[config.mk]
export PLATFORM = sky130hd
export DESIGN_NAME = muldiv_seq_flat
export DESIGN_NICKNAME = d
export VERILOG_FILES = /design/src/rtl/muldiv_seq_if.sv /design/src/rtl/muldiv_seq.sv /design/src/flat_wrapper.sv
export SDC_FILE = /design/constraint.sdc
export NUM_CORES = 1
export LEC_CHECK = 0
export CAP_MARGIN = 20
export CORE_MARGIN = 2
export CORE_UTILIZATION = 57
export CTS_CLUSTER_DIAMETER = 30
export DETAILED_ROUTE_END_ITERATION = 16
export PLACE_DENSITY = 0.89
export REMOVE_ABC_BUFFERS = 1
export SYNTH_ARGS = -nofsm -noshare
export SYNTH_HDL_FRONTEND = slang
export SYNTH_SLANG_ARGS = --single-unit
[constraint.sdc]
create_clock -name clk -period 4.6 [get_ports clk]
set_input_delay 0.92 -clock clk [delete_from_list [all_inputs] [get_ports clk]]
set_output_delay 0.92 -clock clk [all_outputs]
set_load 0.02 [all_outputs]
[src/rtl/muldiv_seq_if.sv]
// muldiv_seq_if: operation request/response and shared-ALU hookup
// for the RV32M multi-cycle sequencer
interface muldiv_seq_if;
  logic        start;
  logic [2:0]  funct3;
  logic [31:0] rs1;
  logic [31:0] rs2;
  logic        flush;
  logic        busy;
  logic        done;
  logic [31:0] result;
  logic [3:0]  alu_op;
  logic [31:0] alu_a;
  logic [31:0] alu_b;
  logic [31:0] alu_c;

  modport master (
    output start, funct3, rs1, rs2, flush, alu_c,
    input  busy, done, result, alu_op, alu_a, alu_b
  );

  modport slave (
    input  start, funct3, rs1, rs2, flush, alu_c,
    output busy, done, result, alu_op, alu_a, alu_b
  );
endinterface

[src/rtl/muldiv_seq.sv]
// muldiv_seq: RV32M multiply/divide sequencer, one bit per cycle,
// shift-add multiply and restoring divide on the shared ALU
module muldiv_seq #(
  parameter int XLEN  = 32,
  parameter int ITERS = 32
) (
  input logic         clk,
  input logic         rst_n,
  muldiv_seq_if.slave bus
);

  localparam logic [3:0] ALU_ADD = 4'd0;
  localparam logic [3:0] ALU_SUB = 4'd1;
  localparam int CW = $clog2(ITERS);
  localparam logic [CW-1:0] LAST = CW'(ITERS - 1);
  localparam logic [XLEN-1:0] SMIN = {1'b1, {(XLEN-1){1'b0}}};

  typedef enum logic [2:0] {
    S_IDLE,
    S_PREP,
    S_ITER,
    S_FIX,
    S_DONE
  } state_e;

  state_e state_q, state_d;

  logic [2:0]      op_q, op_d;
  logic [XLEN-1:0] a_q, a_d;
  logic [XLEN-1:0] b_q, b_d;
  logic [XLEN-1:0] acc_q, acc_d;
  logic [XLEN-1:0] lo_q, lo_d;
  logic [CW-1:0]   cnt_q, cnt_d;
  logic            negq_q, negq_d;
  logic            negr_q, negr_d;
  logic [XLEN-1:0] res_q, res_d;

  logic            sgn_a;
  logic            sgn_b;
  logic            is_div;
  logic            is_rem;
  logic            a_neg;
  logic            b_neg;
  logic [XLEN-1:0] a_mag;
  logic [XLEN-1:0] b_mag;
  logic            div_zero;
  logic            div_ovf;

  logic [3:0]      alu_op;
  logic [XLEN-1:0] alu_a;
  logic [XLEN-1:0] alu_b;
  logic [XLEN-1:0] shl;
  logic            ge;
  logic            carry;
  logic [2*XLEN-1:0] prod;
  logic [XLEN-1:0] quo_f;
  logic [XLEN-1:0] rem_f;

  // operand signedness per funct3
  always_comb begin
    sgn_a = 1'b0;
    sgn_b = 1'b0;
    unique case (op_q)
      3'd1: begin
        sgn_a = 1'b1;
        sgn_b = 1'b1;
      end
      3'd2: sgn_a = 1'b1;
      3'd4, 3'd6: begin
        sgn_a = 1'b1;
        sgn_b = 1'b1;
      end
      default: ;
    endcase
  end

  assign is_div   = op_q[2];
  assign is_rem   = op_q[2] & op_q[1];
  assign a_neg    = sgn_a & a_q[XLEN-1];
  assign b_neg    = sgn_b & b_q[XLEN-1];
  assign a_mag    = a_neg ? -a_q : a_q;
  assign b_mag    = b_neg ? -b_q : b_q;
  assign div_zero = is_div & (b_q == '0);
  assign div_ovf  = is_div & sgn_a
                  & (a_q == SMIN) & (b_q == '1);

  // FSM next state; flush aborts any active operation
  always_comb begin
    state_d = state_q;
    unique case (state_q)
      S_IDLE: if (bus.start && !bus.flush) state_d = S_PREP;
      S_PREP: state_d = (div_zero || div_ovf) ? S_DONE : S_ITER;
      S_ITER: if (cnt_q == LAST) state_d = S_FIX;
      S_FIX:  state_d = S_DONE;
      S_DONE: state_d = S_IDLE;
      default: state_d = S_IDLE;
    endcase
    if (bus.flush && state_q != S_IDLE) state_d = S_IDLE;
  end

  // datapath next state and ALU drive
  always_comb begin
    op_d   = op_q;
    a_d    = a_q;
    b_d    = b_q;
    acc_d  = acc_q;
    lo_d   = lo_q;
    cnt_d  = cnt_q;
    negq_d = negq_q;
    negr_d = negr_q;
    res_d  = res_q;
    alu_op = ALU_ADD;
    alu_a  = '0;
    alu_b  = '0;
    shl    = {acc_q[XLEN-2:0], lo_q[XLEN-1]};
    ge     = 1'b0;
    carry  = 1'b0;
    prod   = negq_q ? -{acc_q, lo_q} : {acc_q, lo_q};
    quo_f  = negq_q ? -lo_q : lo_q;
    rem_f  = negr_q ? -acc_q : acc_q;
    unique case (state_q)
      S_IDLE: begin
        if (bus.start && !bus.flush) begin
          op_d = bus.funct3;
          a_d  = bus.rs1;
          b_d  = bus.rs2;
        end
      end
      S_PREP: begin
        if (div_zero) begin
          if (!bus.flush) res_d = op_q[1] ? a_q : '1;
        end else if (div_ovf) begin
          if (!bus.flush) res_d = op_q[1] ? '0 : SMIN;
        end else begin
          cnt_d  = '0;
          negq_d = a_neg ^ b_neg;
          negr_d = a_neg & is_rem;
          b_d    = b_mag;
          acc_d  = '0;
          lo_d   = a_mag;
        end
      end
      S_ITER: begin
        cnt_d = cnt_q + 1'b1;
        if (is_div) begin
          alu_op = ALU_SUB;
          alu_a  = shl;
          alu_b  = b_q;
          ge     = acc_q[XLEN-1] | (shl >= b_q);
          acc_d  = ge ? bus.alu_c : shl;
          lo_d   = {lo_q[XLEN-2:0], ge};
        end else begin
          alu_op = ALU_ADD;
          alu_a  = acc_q;
          alu_b  = lo_q[0] ? b_q : '0;
          carry  = bus.alu_c < acc_q;
          acc_d  = {carry, bus.alu_c[XLEN-1:1]};
          lo_d   = {bus.alu_c[0], lo_q[XLEN-1:1]};
        end
      end
      S_FIX: begin
        if (!bus.flush) begin
          unique case (op_q)
            3'd0:             res_d = prod[XLEN-1:0];
            3'd1, 3'd2, 3'd3: res_d = prod[2*XLEN-1:XLEN];
            3'd4, 3'd5:       res_d = quo_f;
            default:          res_d = rem_f;
          endcase
        end
      end
      default: ;
    endcase
  end

  // FSM state register
  always_ff @(posedge clk) begin
    if (!rst_n) state_q <= S_IDLE;
    else        state_q <= state_d;
  end

  // datapath registers
  always_ff @(posedge clk) begin
    if (!rst_n) begin
      op_q   <= '0;
      a_q    <= '0;
      b_q    <= '0;
      acc_q  <= '0;
      lo_q   <= '0;
      cnt_q  <= '0;
      negq_q <= 1'b0;
      negr_q <= 1'b0;
      res_q  <= '0;
    end else begin
      op_q   <= op_d;
      a_q    <= a_d;
      b_q    <= b_d;
      acc_q  <= acc_d;
      lo_q   <= lo_d;
      cnt_q  <= cnt_d;
      negq_q <= negq_d;
      negr_q <= negr_d;
      res_q  <= res_d;
    end
  end

  assign bus.busy   = (state_q != S_IDLE);
  assign bus.done   = (state_q == S_DONE);
  assign bus.result = res_q;
  assign bus.alu_op = alu_op;
  assign bus.alu_a  = alu_a;
  assign bus.alu_b  = alu_b;

endmodule

[src/flat_wrapper.sv]
// flat-port wrapper written by rule: the top's interface ports become plain ports
module muldiv_seq_flat 
#(
  parameter int XLEN  = 32,
  parameter int ITERS = 32
)
  (clk, rst_n, bus_start, bus_funct3, bus_rs1, bus_rs2, bus_flush, bus_alu_c, bus_busy, bus_done, bus_result, bus_alu_op, bus_alu_a, bus_alu_b);
  muldiv_seq_if bus_i ();
  input logic clk;
  input logic rst_n;
  input wire logic [$bits(bus_i.start)-1:0] bus_start;
  input wire logic [$bits(bus_i.funct3)-1:0] bus_funct3;
  input wire logic [$bits(bus_i.rs1)-1:0] bus_rs1;
  input wire logic [$bits(bus_i.rs2)-1:0] bus_rs2;
  input wire logic [$bits(bus_i.flush)-1:0] bus_flush;
  input wire logic [$bits(bus_i.alu_c)-1:0] bus_alu_c;
  output wire logic [$bits(bus_i.busy)-1:0] bus_busy;
  output wire logic [$bits(bus_i.done)-1:0] bus_done;
  output wire logic [$bits(bus_i.result)-1:0] bus_result;
  output wire logic [$bits(bus_i.alu_op)-1:0] bus_alu_op;
  output wire logic [$bits(bus_i.alu_a)-1:0] bus_alu_a;
  output wire logic [$bits(bus_i.alu_b)-1:0] bus_alu_b;
  assign bus_i.start = bus_start;
  assign bus_i.funct3 = bus_funct3;
  assign bus_i.rs1 = bus_rs1;
  assign bus_i.rs2 = bus_rs2;
  assign bus_i.flush = bus_flush;
  assign bus_i.alu_c = bus_alu_c;
  assign bus_busy = bus_i.busy;
  assign bus_done = bus_i.done;
  assign bus_result = bus_i.result;
  assign bus_alu_op = bus_i.alu_op;
  assign bus_alu_a = bus_i.alu_a;
  assign bus_alu_b = bus_i.alu_b;
  muldiv_seq #(.XLEN(XLEN), .ITERS(ITERS)) u_core (.clk(clk), .rst_n(rst_n), .bus(bus_i));
endmodule
==> results.py <==
metrics = {
    "routing": {
        "drt_iter0_drc": 3036,
        "drc": 0,
        "wl_um": 56600,
        "ant_nets": 0,
        "firstDrtPassIters": 7,
        "via_per_inst": 7.10,
        "vias": 17000,
        "wire_per_inst_um": 23.6,
    },
    "placed_design": {
        "placed_area_um2": 16600,
        "gp_congestion": 1.04,
        "dp_hpwl_um": 40700,
        "dp_cells": 2361,
        "port_buffers": 201,
    },
    "sta": {
        "max_freq_mhz": 264,
        "period_share": 0.824,
        "final.min_clock_period_ps": 3790,
        "setup_viol": 0,
        "relSlewSlack": 0.250,
        "hold_viol_final": 0,
        "finClkSkew_ps": 19.6,
        "final_max_slew_viol_count": 0,
        "rsz0062_at_grt": "no",
        "tightestPinTransition_ps": 1110,
    },
    "clocking": {
        "path_clk_slew_ps": 80,
        "postCtsHoldBufs": 0,
        "cts_buffers": 17,
        "post-cts-setup-buffers": 0,
        "clock_latency_ps": 450,
        "ctsResizeCount": 0,
        "clockBufferDepth": 2,
        "cts_tree": "done",
        "htreeDepth": 4,
        "clockRootBuffer": "clkbuf_16",
        "clock_sink_count": 173,
    },
    "global_route": {
        "antenna_found_initial": 2,
        "grt_start_max_net_pins": 68,
        "grt_pass1_vias": 15500,
        "grt.overflow.total": 0,
        "grt_pass1_wl_um": 87200,
        "grt_usage": 0.411,
    },
    "layout": {
        "drive_gt1_frac": 0.0659,
        "fin_cells": 2394,
        "fin_nets": 2223,
        "final_util": 0.683,
        "stdcell_area_um2": 17200,
        "areaGrowthSynthToFinish_pct": 18.1,
    },
    "worst_setup_path": {
        "end_kind": "output pin",
        "crit_path_start_kind": "register",
        "critical_path_peak_fanout": 65,
        "cp.arrival_ps": 2870,
        "critPathRequiredTime_ps": 3680,
        "worst-setup-path-type": "register to output pin",
    },
    "status": {
        "status": "finished, final reports clean",
    },
    "logic_synthesis": {
        "syn-instance-count": 1980,
        "syn_area_per_cell_um2": 7.34,
        "synth_edf_count": 0,
        "synth_commonest_cells": "191 x nand2_1, 180 x o21ai_0, 173 x dfxtp_1, 155 x clkbuf_1, 136 x nor2_1",
        "yosysWarningCount": 0,
        "yosysMostFrequentCell": "nand2_1",
        "synth_seq_cells": 173,
        "synth.largest_area_cell": "dfxtp_1",
        "ys_seq_area_frac": 0.238,
        "synth-main-ff-cell": "dfxtp_1",
        "synthArstFlopShare": 0,
        "synthTopCellsByArea": "dfxtp_1 24%, o21ai_0 6.2%, ha_1 6.0%",
        "ys_types": 79,
        "synth_top_area_frac": 0.238,
        "synth.cell_area_um2": 14500,
    },
    "floorplanning": {
        "die_area_um2": 26800,
        "rows": 58,
        "die_w_um": 164,
        "core_um2": 25100,
        "die_h_um": 164,
        "io-pin-count": 205,
        "start_util": 0.579,
    },
    "power": {
        "power.leakage_nw": 5.83,
        "powerDensity_nw_per_um2": 243,
        "finalPower_mw": 4.18,
        "ir_drop_mv": 0.178,
    },
    "worst_hold_path": {
        "hold_path.class": "register to register",
    },
    "run": {
        "maxCapViolCount": 0,
    },
}
final cells by class:
type / instances / area [um2]
tap: 330 / 413
inverter: 77 / 289
multi-input combinational: 1534 / 10000
antenna: 1 / 2.50
clock buffer: 19 / 443
timing repair buffer: 247 / 2350
clock inverter: 13 / 146
sequential: 173 / 3470
fill: 2147 / 7950
per-layer routing:
layer,share of wire,global-route usage,up-vias
met5,0.00023,0,-
met4,0.055,0.201,2
met3,0.12,0.0841,286
met2,0.43,0.621,1279
met1,0.40,0.556,7897
li1,-,-,7522
sequential cells by signal, summed over array words and instances (netlist names):
register	flops
u_core.cnt_q	5
u_core.negq_q	1
u_core.op_q	3
u_core.bus.result	32
u_core.lo_q	32
u_core.state_q	3
u_core.b_q	32
u_core.negr_q	1
u_core.acc_q	32
u_core.a_q	32
final timing paths:
| path | slack, ps | from | depth (start not counted) | endpoint |
|---|---|---|---|---|
| worst max-delay path | 810 | u_core.state_q[1] | 4 | bus_alu_b[1] |
| worst min-delay path | 470 | u_core.bus.result[14] | 1 | u_core.bus.result[14] |
| worst min register to register | 470 | u_core.bus.result[14] | 1 | u_core.bus.result[14] |
| worst max register to register | 850 | u_core.a_q[2] | 8 | u_core.b_q[29] |
per-stage QoR:
step	hold WS (ps)	setup WS, ps	TNS (ps)
floorplan	452	-1810	-193820
global placement	440	1120	0
detailed placement	451	1020	0
CTS	474	844	0
global route	484	703	0
finish	470	808	0
layout by cell type (no fill, tap or decap), types with 36 or more instances in the layout:
cell / count
nand4_1: 36
buf_4: 46
clkdlybuf4s50_1: 200
nor3_1: 90
dfxtp_1: 172
a21oi_1: 131
xnor2_1: 76
o31ai_1: 39
nand3_1: 48
nor4_1: 40
nor2_1: 134
mux2i_1: 62
o21ai_0: 180
inv_1: 73
nand2_1: 191
ha_1: 70
o2bb2ai_1: 40
critical path, cell delays in order, from the launching register on:
cell             delay, ps
dfxtp_1                510
inv_1                  230
or3_4                  670
nor3_1                 340
clkdlybuf4s50_1        660
cells by family (layout without fill, tap and decap cells):
group,count (synthesis),in the layout,synth area share
AOI/OAI and AO/OA,640,640,0.297
xor gates and xnor gates,98,98,0.0591
adders and majority gates,70,70,0.0603
buffers and inverters,275,356,0.0743
DFF,173,173,0.238
muxes,78,78,0.0551
other,1,4,0.000258
and+or+nand+nor,645,645,0.216
power breakdown:
part           leakage (nW)  switching [mW]  internal [mW]  total (mW)
logic                  4.14           0.640          0.378        1.02
clock network         0.289           0.768          0.745        1.51
registers              1.40           0.104           1.54        1.64
Note: power is estimated with default switching activity, not from simulation.
